[src/rtl/ins_fetch32.sv]
// Instruction fetch sequencer: owns the PC, reads a combinational instruction
// memory and buffers {pc, ins} pairs in a small prefetch FIFO for decode.
module ins_fetch32 #(
  parameter int AW    = 4,
  parameter int DW    = 32,
  parameter int DEPTH = 2
) (
  input  logic                       clk,
  input  logic                       rst,
  input  logic                       fetch_en,
  output logic [AW-1:0]              ins_add,
  input  logic [DW-1:0]              ins_dec,
  input  logic                       redir_valid,
  input  logic [AW-1:0]              redir_pc,
  output logic                       out_valid,
  input  logic                       out_ready,
  output logic [DW-1:0]              out_ins,
  output logic [AW-1:0]              out_pc,
  output logic [$clog2(DEPTH):0]     fifo_count
);

  localparam int PW = $clog2(DEPTH);
  localparam int CW = PW + 1;

  logic [AW-1:0] r_pc;
  logic [DW-1:0] r_mem_ins [DEPTH];
  logic [AW-1:0] r_mem_pc  [DEPTH];
  logic [PW-1:0] r_rd_ptr;
  logic [PW-1:0] r_wr_ptr;
  logic [CW-1:0] r_count;

  logic w_pop;
  logic w_push;

  assign out_valid  = (r_count != '0);
  assign out_ins    = r_mem_ins[r_rd_ptr];
  assign out_pc     = r_mem_pc[r_rd_ptr];
  assign ins_add    = r_pc;
  assign fifo_count = r_count;

  // A full FIFO still accepts a push when the head leaves in the same cycle.
  assign w_pop  = out_valid & out_ready;
  assign w_push = fetch_en & ~redir_valid & ((r_count < CW'(DEPTH)) | w_pop);

  // NOTE: sequential state uses non-blocking assignments so every register
  // samples pre-edge values regardless of statement order.
  always_ff @(posedge clk) begin
    if (rst) begin
      r_pc     <= '0;
      r_rd_ptr <= '0;
      r_wr_ptr <= '0;
      r_count  <= '0;
      // NOTE: storage is reset so the head outputs are never X, even when
      // out_valid is low; this costs a reset on every FIFO entry.
      for (int i = 0; i < DEPTH; i++) begin
        r_mem_ins[i] <= '0;
        r_mem_pc[i]  <= '0;
      end
    end else if (redir_valid) begin
      r_pc     <= redir_pc;
      r_rd_ptr <= '0;
      r_wr_ptr <= '0;
      r_count  <= '0;
    end else begin
      if (w_push) begin
        r_mem_ins[r_wr_ptr] <= ins_dec;
        r_mem_pc[r_wr_ptr]  <= r_pc;
        r_wr_ptr            <= r_wr_ptr + 1'b1;
        r_pc                <= r_pc + 1'b1;
      end
      if (w_pop) begin
        r_rd_ptr <= r_rd_ptr + 1'b1;
      end
      case ({w_push, w_pop})
        2'b10:   r_count <= r_count + 1'b1;
        2'b01:   r_count <= r_count - 1'b1;
        default: r_count <= r_count;
      endcase
    end
  end

endmodule
[config.mk]
export PLATFORM = sky130hd
export DESIGN_NAME = ins_fetch32
export DESIGN_NICKNAME = d
export VERILOG_FILES = /design/src/rtl/ins_fetch32.sv
export SDC_FILE = /design/constraint.sdc
export NUM_CORES = 1
export LEC_CHECK = 0
export CAP_MARGIN = 10
export CORE_MARGIN = 2
export CORE_UTILIZATION = 40
export DETAILED_ROUTE_END_ITERATION = 12
export GPL_ROUTABILITY_DRIVEN = 0
export PLACE_DENSITY = 0.74
export SYNTH_ARGS = -nofsm -noshare
export SYNTH_HDL_FRONTEND = slang
export SYNTH_SLANG_ARGS = --single-unit
[constraint.sdc]
create_clock -name clk -period 3.4 [get_ports clk]
set_input_delay 0.34 -clock clk [delete_from_list [all_inputs] [get_ports clk]]
set_output_delay 0.34 -clock clk [all_outputs]
set_load 0.005 [all_outputs]
==> impl_metrics.csv, run 1 <==
group,metric,value,unit
synth,seq_area_frac_synth,64.9,%
floorplanning,row_count,34,
power_and_ir_drop,power_density,446,mW/mm2
critical_path,required,3.06,ns
timing,fmax,402,MHz
placement,dpl_cell_area,0.00452,mm2
synth,synth_cell_type_count,31,
timing,rsz0062_at_grt,"no",
timing,layout_setup_ws,0.915,ns
synth,synthFlopType,"edfxtp_1",
timing,fin_crit_sh,73.1,%
cells_and_area,fin_nets,376,
critical_path,critPathKind,"flip-flop to primary output",
placement,io_buffers,83,
timing,maxSlewHeadroom,41.1,%
drt,vias_per_cell,4.78,
drt,drt_iter0_drc,74,
hold_path,min_path_cells,2,
drt,wire_per_inst,14.3,um
timing,finalHoldViolations,0,
global_routing,grt_max_degree,37,
clock_tree,cts.sinks,81,
synth,synth_area_per_cell,14.7,um2
cells_and_area,drive_gt1_share,18.3,%
critical_path,cp_slowest_cell,"dfxtp_2",
floorplanning,core-area,0.00872,mm2
synth,ys_ff_latch,81,
floorplanning,die-area,0.00980,mm2
cells_and_area,stdcell_area,0.00473,mm2
timing,holdWs,0.534,ns
synth,synth-warning-count,0,
critical_path,ff2ff_path_depth,4,
synth,async_reset_ff_share,0,%
cells_and_area,fillers,710,
floorplanning,dieHeight,99.0,um
outcome,outcome,"completed",
placement,dpl.cell_count,430,
critical_path,crit_path_end_kind,"primary output",
timing,worst_slew_pin_slew,0.883,ns
cells_and_area,regArea,0.00234,mm2
placement,detailed_place_hpwl,4040,um
global_routing,overflow,0,
clock_tree,htree_num_levels,3,
critical_path,timing.rr.start,"fifo_count[1]",
floorplanning,die_w,99.0,um
floorplanning,start_util,41.4,%
floorplanning,io_pins,84,
cells_and_area,antenna_cells,0,
critical_path,max_stage_delay,0.91,ns
drt,ant_nets,0,
timing,setup_viol_count_final,0,
clock_tree,insertion_delay,0.34,ns
critical_path,critical_path.cell_chain,"mux2_2 -> clkdlybuf4s50_1",
global_routing,grt_pass1_vias,2177,
clock_tree,postCtsHoldBufs,0,
hold_path,holdPathEnd,"r_rd_ptr",
drt,via_count,2132,
clock_tree,clock-root-buffer,"clkbuf_8",
clock_tree,post-cts-setup-buffers,0,
power_and_ir_drop,power.total,2.11,mW
global_routing,track_usage,13.9,%
synth,syn_area,0.00361,mm2
timing,fin_tns_setup,0,ns
critical_path,worstReg2RegEnd,"r_mem_ins[0][8]",
clock_tree,cts_tree,"yes",
clock_tree,cts_buffer_depth,2,
cells_and_area,final_util,54.3,%
hold_path,min_path_type,"flip-flop to flip-flop",
cells_and_area,multi_input_area,0.00116,mm2
global_routing,grt_pass1_wl,10400,um
critical_path,ff2ff_setup_slack,1.55,ns
hold_path,hold_start,"r_rd_ptr",
timing,finalCriticalPeriod,2.49,ns
synth,syn_inst,246,
synth,synth_edf_count,72,
clock_tree,clk_pin_slew,0.07,ns
drt,first_pass_iters,4,
drt,wirelength,6400,um
power_and_ir_drop,p_leak,1.73,nW
global_routing,grt_antenna_before_repair,0,
clock_tree,cts.repair.resized,0,
power_and_ir_drop,ir_drop,236,uV
cells_and_area,layoutNonFillerInstCount,446,
placement,pre_cts_ws,0.952,ns
critical_path,cp_max_fo,36,
synth,syn_nets,289,
timing,drv_slew,0,
critical_path,crit_path_start_kind,"flip-flop",
timing,skew,0.0101,ns
critical_path,arrival,2.15,ns
run,maxCapViolations,0,
drt,drc,0,
cells_and_area,synthToLayoutAreaGrowth,31.1,%
clock_tree,cts_buffers,9,
[state kept, by name, summed over array words and instances, names as in the netlist, named ones only]
register    flops
r_rd_ptr        1
ins_add         4
r_wr_ptr        1
r_mem_ins      64
r_mem_pc        8
fifo_count      2
[worst max-delay path: cells and delay by family (launching register included)]
kind                   cells  cell delay (ns)
multiplexers               1             0.42
buffers and inverters      1             0.48
flip-flops                 1             0.91
[cells by family after synthesis]
family | after synthesis | synth area share (%)
simple gates | 94 | 16.6
flops | 81 | 64.9
mux | 36 | 11.2
buf+inv | 16 | 3.22
compound gates | 14 | 2.67
xor+xnor | 3 | 0.728
fa+ha+maj | 2 | 0.693
[metal layers]
metal  up-vias  share of wire (%)  GRT usage (%)
met5         -                  0              0
met4         0                1.5           6.22
met3        12                8.2           5.89
met2        66                 48           22.2
met1       995                 43           16.4
li1       1059                  -              -
[cells in the mapped netlist, types with 2 or more instances]
cell type  instances  area, um2
a311oi_1           4       35.0
nand3_1            3       15.0
nor2_1             7       26.3
edfxtp_1          72       2160
inv_1              3       11.3
o21ai_0            4       20.0
or2_2              2       12.5
nor4_4             2       42.5
buf_2              3       15.0
dfxtp_1            9        180
a21oi_1            2       10.0
and2_1            72        450
xnor2_1            2       17.5
or3_1              2       12.5
ha_1               2       25.0
mux2_2            36        405
buf_6              7       78.8
[power by group]
| group | total (mW) | leakage (nW) | internal, mW | switching (mW) |
|---|---|---|---|---|
| Clock | 0.735 | 0.0995 | 0.413 | 0.322 |
| Sequential | 1.15 | 0.826 | 1.13 | 0.0201 |
| Combinational | 0.223 | 0.806 | 0.142 | 0.0809 |
| Total | 2.11 | 1.73 | 1.69 | 0.423 |
[worst max-delay path by stage]
stage / start / cells past startpoint / endpoint
floorplan: out_ready / 3 / r_mem_ins[0][0]
global placement: rst / 5 / r_mem_ins[0][10]
detailed placement: rst / 5 / r_mem_ins[0][7]
CTS: flip-flop / 2 / out_pc[0]
global route: flip-flop / 2 / out_pc[0]
finish: flip-flop / 2 / out_pc[0]
[cells in the final DEF (no fill, tap or decap), types with 2 or more instances in the layout]
cell,netlist,routed
bufinv_16,0,2
a311oi_1,4,4
nor2_1,7,7
a21oi_1,2,2
ha_1,2,2
xnor2_1,2,2
clkbuf_1,1,2
clkbuf_8,0,9
edfxtp_1,72,72
dfxtp_1,9,8
and2_1,72,72
o21ai_0,4,4
mux2_2,36,36
buf_4,0,4
nor4_4,2,2
inv_1,3,3
clkinvlp_4,0,2
clkdlybuf4s50_1,0,83
or2_2,2,2
nand3_1,3,3
or3_1,2,2
[layout make-up]
class | instances | share of cell area [%]
flip-flops and latches | 81 | 49.5
multi-input cells | 149 | 24.6
repair buffers | 87 | 18.2
well taps | 108 | 2.85
clock buffers | 11 | 2.78
clock inverters | 5 | 1.69
inverters | 5 | 0.397
No activity file was read; power rests on OpenSTA's default activity.
==> inputs of run 2 (changes only) <==
==> constraint.sdc (replaced) <==
create_clock -name clk -period 2.5 [get_ports clk]
set_input_delay 0.25 -clock clk [delete_from_list [all_inputs] [get_ports clk]]
set_output_delay 0.25 -clock clk [all_outputs]
set_load 0.005 [all_outputs]
==> run 2 against run 1 <==
  * Total power increased by 35%
  * Highest routed layer unchanged
  * Largest cell class unchanged
  * Combinational power rose by 41%
  * Routed wire length rose by 1.3%
  * Critical path depth rose by 1
  * Cell area rose by 0.82%
  * Flip-flop and latch count is the same
  * Critical endpoint is now out_pc[3]
  * Sequential share of layout area shrank 0.40 points
  * Count of clock-buffer cells in the layout did not move
  * Via count increased by 0.33%
==> impl_metrics.csv, run 2 (synthesis results as in run 1) <==
group,metric,value,unit
timing,worst_slew_pin_slew,0.346,ns
timing,fin_crit_sh,83.2,%
power_and_ir_drop,p_sw_share,20.9,%
global_routing,track_usage,14.1,%
critical_path,max_stage_delay,0.48,ns
floorplanning,die-area,0.00980,mm2
cells_and_area,synthToLayoutAreaGrowth,32.2,%
global_routing,grt_antenna_before_repair,0,
critical_path,cp_slowest_cell,"clkdlybuf4s50_1",
timing,rsz0062_at_grt,"no",
clock_tree,clock-root-buffer,"clkbuf_8",
cells_and_area,largest-register,"r_mem_ins",
timing,fin_tns_setup,0,ns
clock_tree,cts.sinks,81,
global_routing,grt_pass1_vias,2226,
drt,met1Wirelength,2740,um
clock_tree,cts_buffers,9,
drt,via_count,2139,
drt,drc,0,
drt,wl_met3,481,um
timing,layout_setup_ws,0.420,ns
drt,met2_length,3160,um
drt,drt_iter0_drc,68,
placement,detailed_place_hpwl,4180,um
cells_and_area,final_util,54.7,%
hold_path,min_path_cells,3,
global_routing,grt_pass1_wl,10700,um
timing,finalHoldViolations,0,
cells_and_area,antenna_cells,0,
critical_path,ff2ff_path_depth,4,
power_and_ir_drop,comb_power_share,11.0,%
critical_path,critical_path.cell_chain,"buf_12 -> mux2_2 -> clkdlybuf4s50_1",
power_and_ir_drop,ir_drop,230,uV
cells_and_area,stdcell_area,0.00477,mm2
drt,wire_per_inst,14.5,um
clock_tree,insertion_delay,0.35,ns
power_and_ir_drop,sequentialPowerShare,55.0,%
placement,pre_cts_ws,0.435,ns
global_routing,grt_max_degree,37,
floorplanning,die_w,99.0,um
critical_path,cp_max_fo,32,
global_routing,overflow,0,
drt,ant_nets,0,
drt,highest_layer,"met4",
timing,setup_viol_count_final,0,
cells_and_area,largest_register_ffs,64,
timing,drv_slew,0,
clock_tree,cts.repair.resized,0,
clock_tree,cts_buffer_depth,2,
cells_and_area,fin_nets,377,
critical_path,required,2.25,ns
critical_path,critPathKind,"flip-flop to primary output",
placement,io_buffers,83,
run,maxCapViolations,0,
floorplanning,core-area,0.00872,mm2
hold_path,min_path_type,"input port to flip-flop",
critical_path,crit_path_start_kind,"flip-flop",
power_and_ir_drop,p_leak,1.75,nW
floorplanning,start_util,41.4,%
critical_path,arrival,1.83,ns
clock_tree,cts_tree,"yes",
placement,dpl_cell_area,0.00457,mm2
cells_and_area,final_cell_mix,"clkdlybuf4s50_1, and2_1, edfxtp_1",
clock_tree,clk_pin_slew,0.08,ns
power_and_ir_drop,clock_power_share,33.9,%
drt,first_pass_iters,4,
floorplanning,row_count,34,
power_and_ir_drop,internal_power,2.25,mW
timing,skew,0.00830,ns
drt,vias_per_cell,4.79,
cells_and_area,drive_gt1_share,18.9,%
power_and_ir_drop,power.total,2.85,mW
drt,wirelength,6480,um
clock_tree,htree_num_levels,3,
floorplanning,io_pins,84,
timing,finalCriticalPeriod,2.08,ns
timing,maxSlewHeadroom,76.9,%
clock_tree,post-cts-setup-buffers,0,
critical_path,crit_path_end_kind,"primary output",
clock_tree,postCtsHoldBufs,0,
power_and_ir_drop,power_density,596,mW/mm2
cells_and_area,layout_commonest_cell,"clkdlybuf4s50_1",
floorplanning,dieHeight,99.0,um
timing,fmax,481,MHz
power_and_ir_drop,power.switching,0.593,mW
outcome,outcome,"completed",
[run 2: cell types whose count changed in the layout (fill, tap and decap cells not counted), sizes merged]
| cell | change |
|---|---|
| buf | +1 |
| bufinv | -1 |
| clkinv | +1 |
[run 2: layer usage]
| layer | GRT usage (%) | vias up |
|---|---|---|
| met5 | 0 | - |
| met4 | 5.06 | 0 |
| met3 | 6.03 | 12 |
| met2 | 23.1 | 65 |
| met1 | 16.7 | 1007 |
| li1 | - | 1055 |
[run 2: critical path: cells and delay by family, from the launching register on]
family | cells | cell delay, ns
buffers and inverters | 2 | 0.71
DFF | 1 | 0.42
muxes | 1 | 0.35
[run 2: through the flow]
| step | instances | hold WS [ns] |
|---|---|---|
| 2_1_floorplan | 246 | 0.322 |
| 3_3_place_gp | 431 | 0.503 |
| 3_5_place_dp | 431 | 0.507 |
| 4_1_cts | 447 | 0.465 |
| 5_1_grt | 447 | 0.483 |
| 6_report | 447 | 0.485 |
[run 2: path summary, 6_finish.rpt]
| path | slack, ns | endpoint | start |
|---|---|---|---|
| setup / recovery | 0.42 | out_pc[3] | flip-flop |
| hold / removal | 0.48 | ins_add[2] | redir_pc[2] |
| setup reg to reg | 0.86 | r_mem_ins[1][3] | fifo_count[1] |
| hold reg to reg | 0.53 | flip-flop | r_rd_ptr |
[run 2: cell type report]
cell class / count / area [um2]
Clock buffer: 11 / 151
Clock inverter: 5 / 53.8
Fill cell: 745 / 3950
Inverter: 5 / 18.8
Multi-Input combinational cell: 149 / 1160
Sequential cell: 81 / 2340
Tap cell: 108 / 135
Timing Repair Buffer: 88 / 906
[run 2: power by group through the flow]
stage	sequential (mW)	combinational, mW	clock [mW]
after floorplan	1.59	0.124	0
after global placement	1.59	0.317	0
after detailed placement	1.60	0.319	0
after CTS	1.57	0.322	0.985
after global routing	1.57	0.343	1.04
final	1.57	0.314	0.965
==> inputs of run 3 (changes only) <==
--- a/config.mk
+++ b/config.mk
@@ -10,7 +10,7 @@
 export CORE_UTILIZATION = 40
 export DETAILED_ROUTE_END_ITERATION = 12
 export GPL_ROUTABILITY_DRIVEN = 0
-export PLACE_DENSITY = 0.74
+export PLACE_DENSITY = 0.77
 export SYNTH_ARGS = -nofsm -noshare
 export SYNTH_HDL_FRONTEND = slang
 export SYNTH_SLANG_ARGS = --single-unit
==> constraint.sdc (replaced) <==
create_clock -name clk -period 1.9 [get_ports clk]
set_input_delay 0.19 -clock clk [delete_from_list [all_inputs] [get_ports clk]]
set_output_delay 0.19 -clock clk [all_outputs]
set_load 0.005 [all_outputs]
==> run 3 against run 2 <==
  * Clock skew is 0.0033 ns higher
  * First-iteration DRC count fell by 13%
  * Routed wire length grew 8.9%
  * Non-clock buffer count is 14 higher
  * Combinational power increased by 30%
  * Worst setup slack got worse by 0.36 ns
  * Highest routed layer unchanged
==> impl_metrics.csv, run 3 (synthesis results as in run 1) <==
group,metric,value,unit
outcome,outcome,"completed",
drt,met1Wirelength,2930,um
floorplanning,start_util,41.4,%
global_routing,track_usage,15.4,%
cells_and_area,drive_gt1_share,22.1,%
clock_tree,cts_buffer_depth,2,
cells_and_area,largest_register_ffs,64,
clock_tree,postCtsHoldBufs,0,
cells_and_area,largest-register,"r_mem_ins",
cells_and_area,synthToLayoutAreaGrowth,37.0,%
global_routing,grt_max_degree,37,
critical_path,crit_path_end_kind,"primary output",
floorplanning,row_count,34,
clock_tree,cts_tree,"yes",
cells_and_area,multi_input_area,0.00117,mm2
drt,wire_per_inst,15.3,um
timing,finalCriticalPeriod,1.84,ns
floorplanning,die-area,0.00980,mm2
critical_path,arrival,1.65,ns
timing,rsz0062_at_grt,"no",
global_routing,grt_pass1_wl,11600,um
cells_and_area,final_cell_mix,"and2_1, edfxtp_1, clkdlybuf4s50_1",
cells_and_area,fin_nets,391,
drt,ant_nets,0,
floorplanning,dieHeight,99.0,um
placement,detailed_place_hpwl,4500,um
hold_path,min_path_type,"input port to flip-flop",
critical_path,ff2ff_path_depth,4,
clock_tree,insertion_delay,0.34,ns
cells_and_area,regArea,0.00235,mm2
run,maxCapViolations,0,
placement,dpl.cell_count,441,
timing,maxSlewHeadroom,79.3,%
clock_tree,cts.sinks,81,
timing,drv_slew,0,
timing,worst_slew_pin_slew,0.311,ns
clock_tree,htree_num_levels,3,
global_routing,overflow,0,
timing,finalHoldViolations,0,
critical_path,critPathKind,"flip-flop to primary output",
cells_and_area,antenna_cells,0,
drt,drt_iter0_drc,59,
clock_tree,cts_buffers,9,
timing,setup_viol_count_final,0,
drt,highest_layer,"met4",
timing,skew,0.0116,ns
power_and_ir_drop,ir_drop,370,uV
cells_and_area,fillers,728,
timing,fmax,543,MHz
power_and_ir_drop,p_leak,1.95,nW
clock_tree,clk_pin_slew,0.08,ns
hold_path,min_path_cells,3,
drt,via_count,2211,
floorplanning,die_w,99.0,um
global_routing,grt_pass1_vias,2367,
critical_path,cp_max_fo,6,
power_and_ir_drop,power_density,804,mW/mm2
placement,io_buffers,83,
drt,wl_met3,532,um
floorplanning,core-area,0.00872,mm2
critical_path,required,1.71,ns
floorplanning,io_pins,84,
critical_path,crit_path_start_kind,"flip-flop",
cells_and_area,layoutNonFillerInstCount,461,
drt,drc,0,
drt,wirelength,7060,um
drt,first_pass_iters,4,
timing,fin_crit_sh,97.0,%
drt,vias_per_cell,4.80,
timing,fin_tns_setup,0,ns
drt,met2_length,3520,um
clock_tree,clock-root-buffer,"clkbuf_8",
global_routing,grt_antenna_before_repair,0,
[run 3: cell count changes in the layout (fill, tap and decap cells not counted), moves of 2 or more]
cell / previous run / this run
buf_4: 2 / 11
buf_12: 3 / 7
clkdlybuf4s50_1: 83 / 49
dlygate4sd2_1: 0 / 34
bufinv_16: 1 / 3
[run 3: critical path, cell delays in order (launching register included)]
cell	delay, ns
dfxtp_4	0.40
buf_12	0.13
mux2_2	0.34
clkdlybuf4s50_1	0.44
[run 3: worst paths after layout]
check,startpoint,end,slack [ns]
worst max-delay path,flip-flop,out_ins[27],0.06
worst min-delay path,redir_pc[3],ins_add[3],0.43
worst max register to register,r_wr_ptr,r_mem_ins[1][2],0.32
worst min register to register,r_rd_ptr,flip-flop,0.52
[run 3: cell type report]
type | count | area share, %
inverters | 5 | 0.379
flip-flops and latches | 81 | 47.4
clock inverters | 5 | 2.07
clock buffers | 11 | 2.86
repair buffers | 102 | 21.0
multi-input cells | 149 | 23.6
well taps | 108 | 2.73
[run 3: repair_timing]
item | CTS | global route
gates resized for setup | 36 | 0
setup buffers | 0 | 3
setup endpoints to repair | 36 | 2
gates cloned | 1 | 0
[run 3: routing by layer]
layer	global-route usage [%]	vias to the layer above
met4	5.37	0
met1	18.0	1050
met2	26.2	63
met5	0	-
met3	5.53	6
li1	-	1092
[run 3: through the flow]
stage | power (mW) | utilization, % | hold slack (ns) | setup slack (ns) | instance area [um2]
after floorplan | 2.26 | - | 0.262 | 0.0947 | 3620
after global placement | 2.54 | 53.7 | 0.495 | 0.0611 | 4680
after detailed placement | 2.55 | 53.7 | 0.500 | 0.00539 | 4680
after CTS | 4.01 | 56.3 | 0.413 | -0.0597 | 4910
after global routing | 4.11 | 56.7 | 0.431 | 0.00849 | 4950
final | 3.98 | 56.7 | 0.433 | 0.0567 | 4950
[run 3: where the power goes]
part / internal, mW / switching [mW]
Clock: 0.908 / 0.600
Combinational: 0.252 / 0.158
Sequential: 2.03 / 0.0329
Total: 3.19 / 0.791
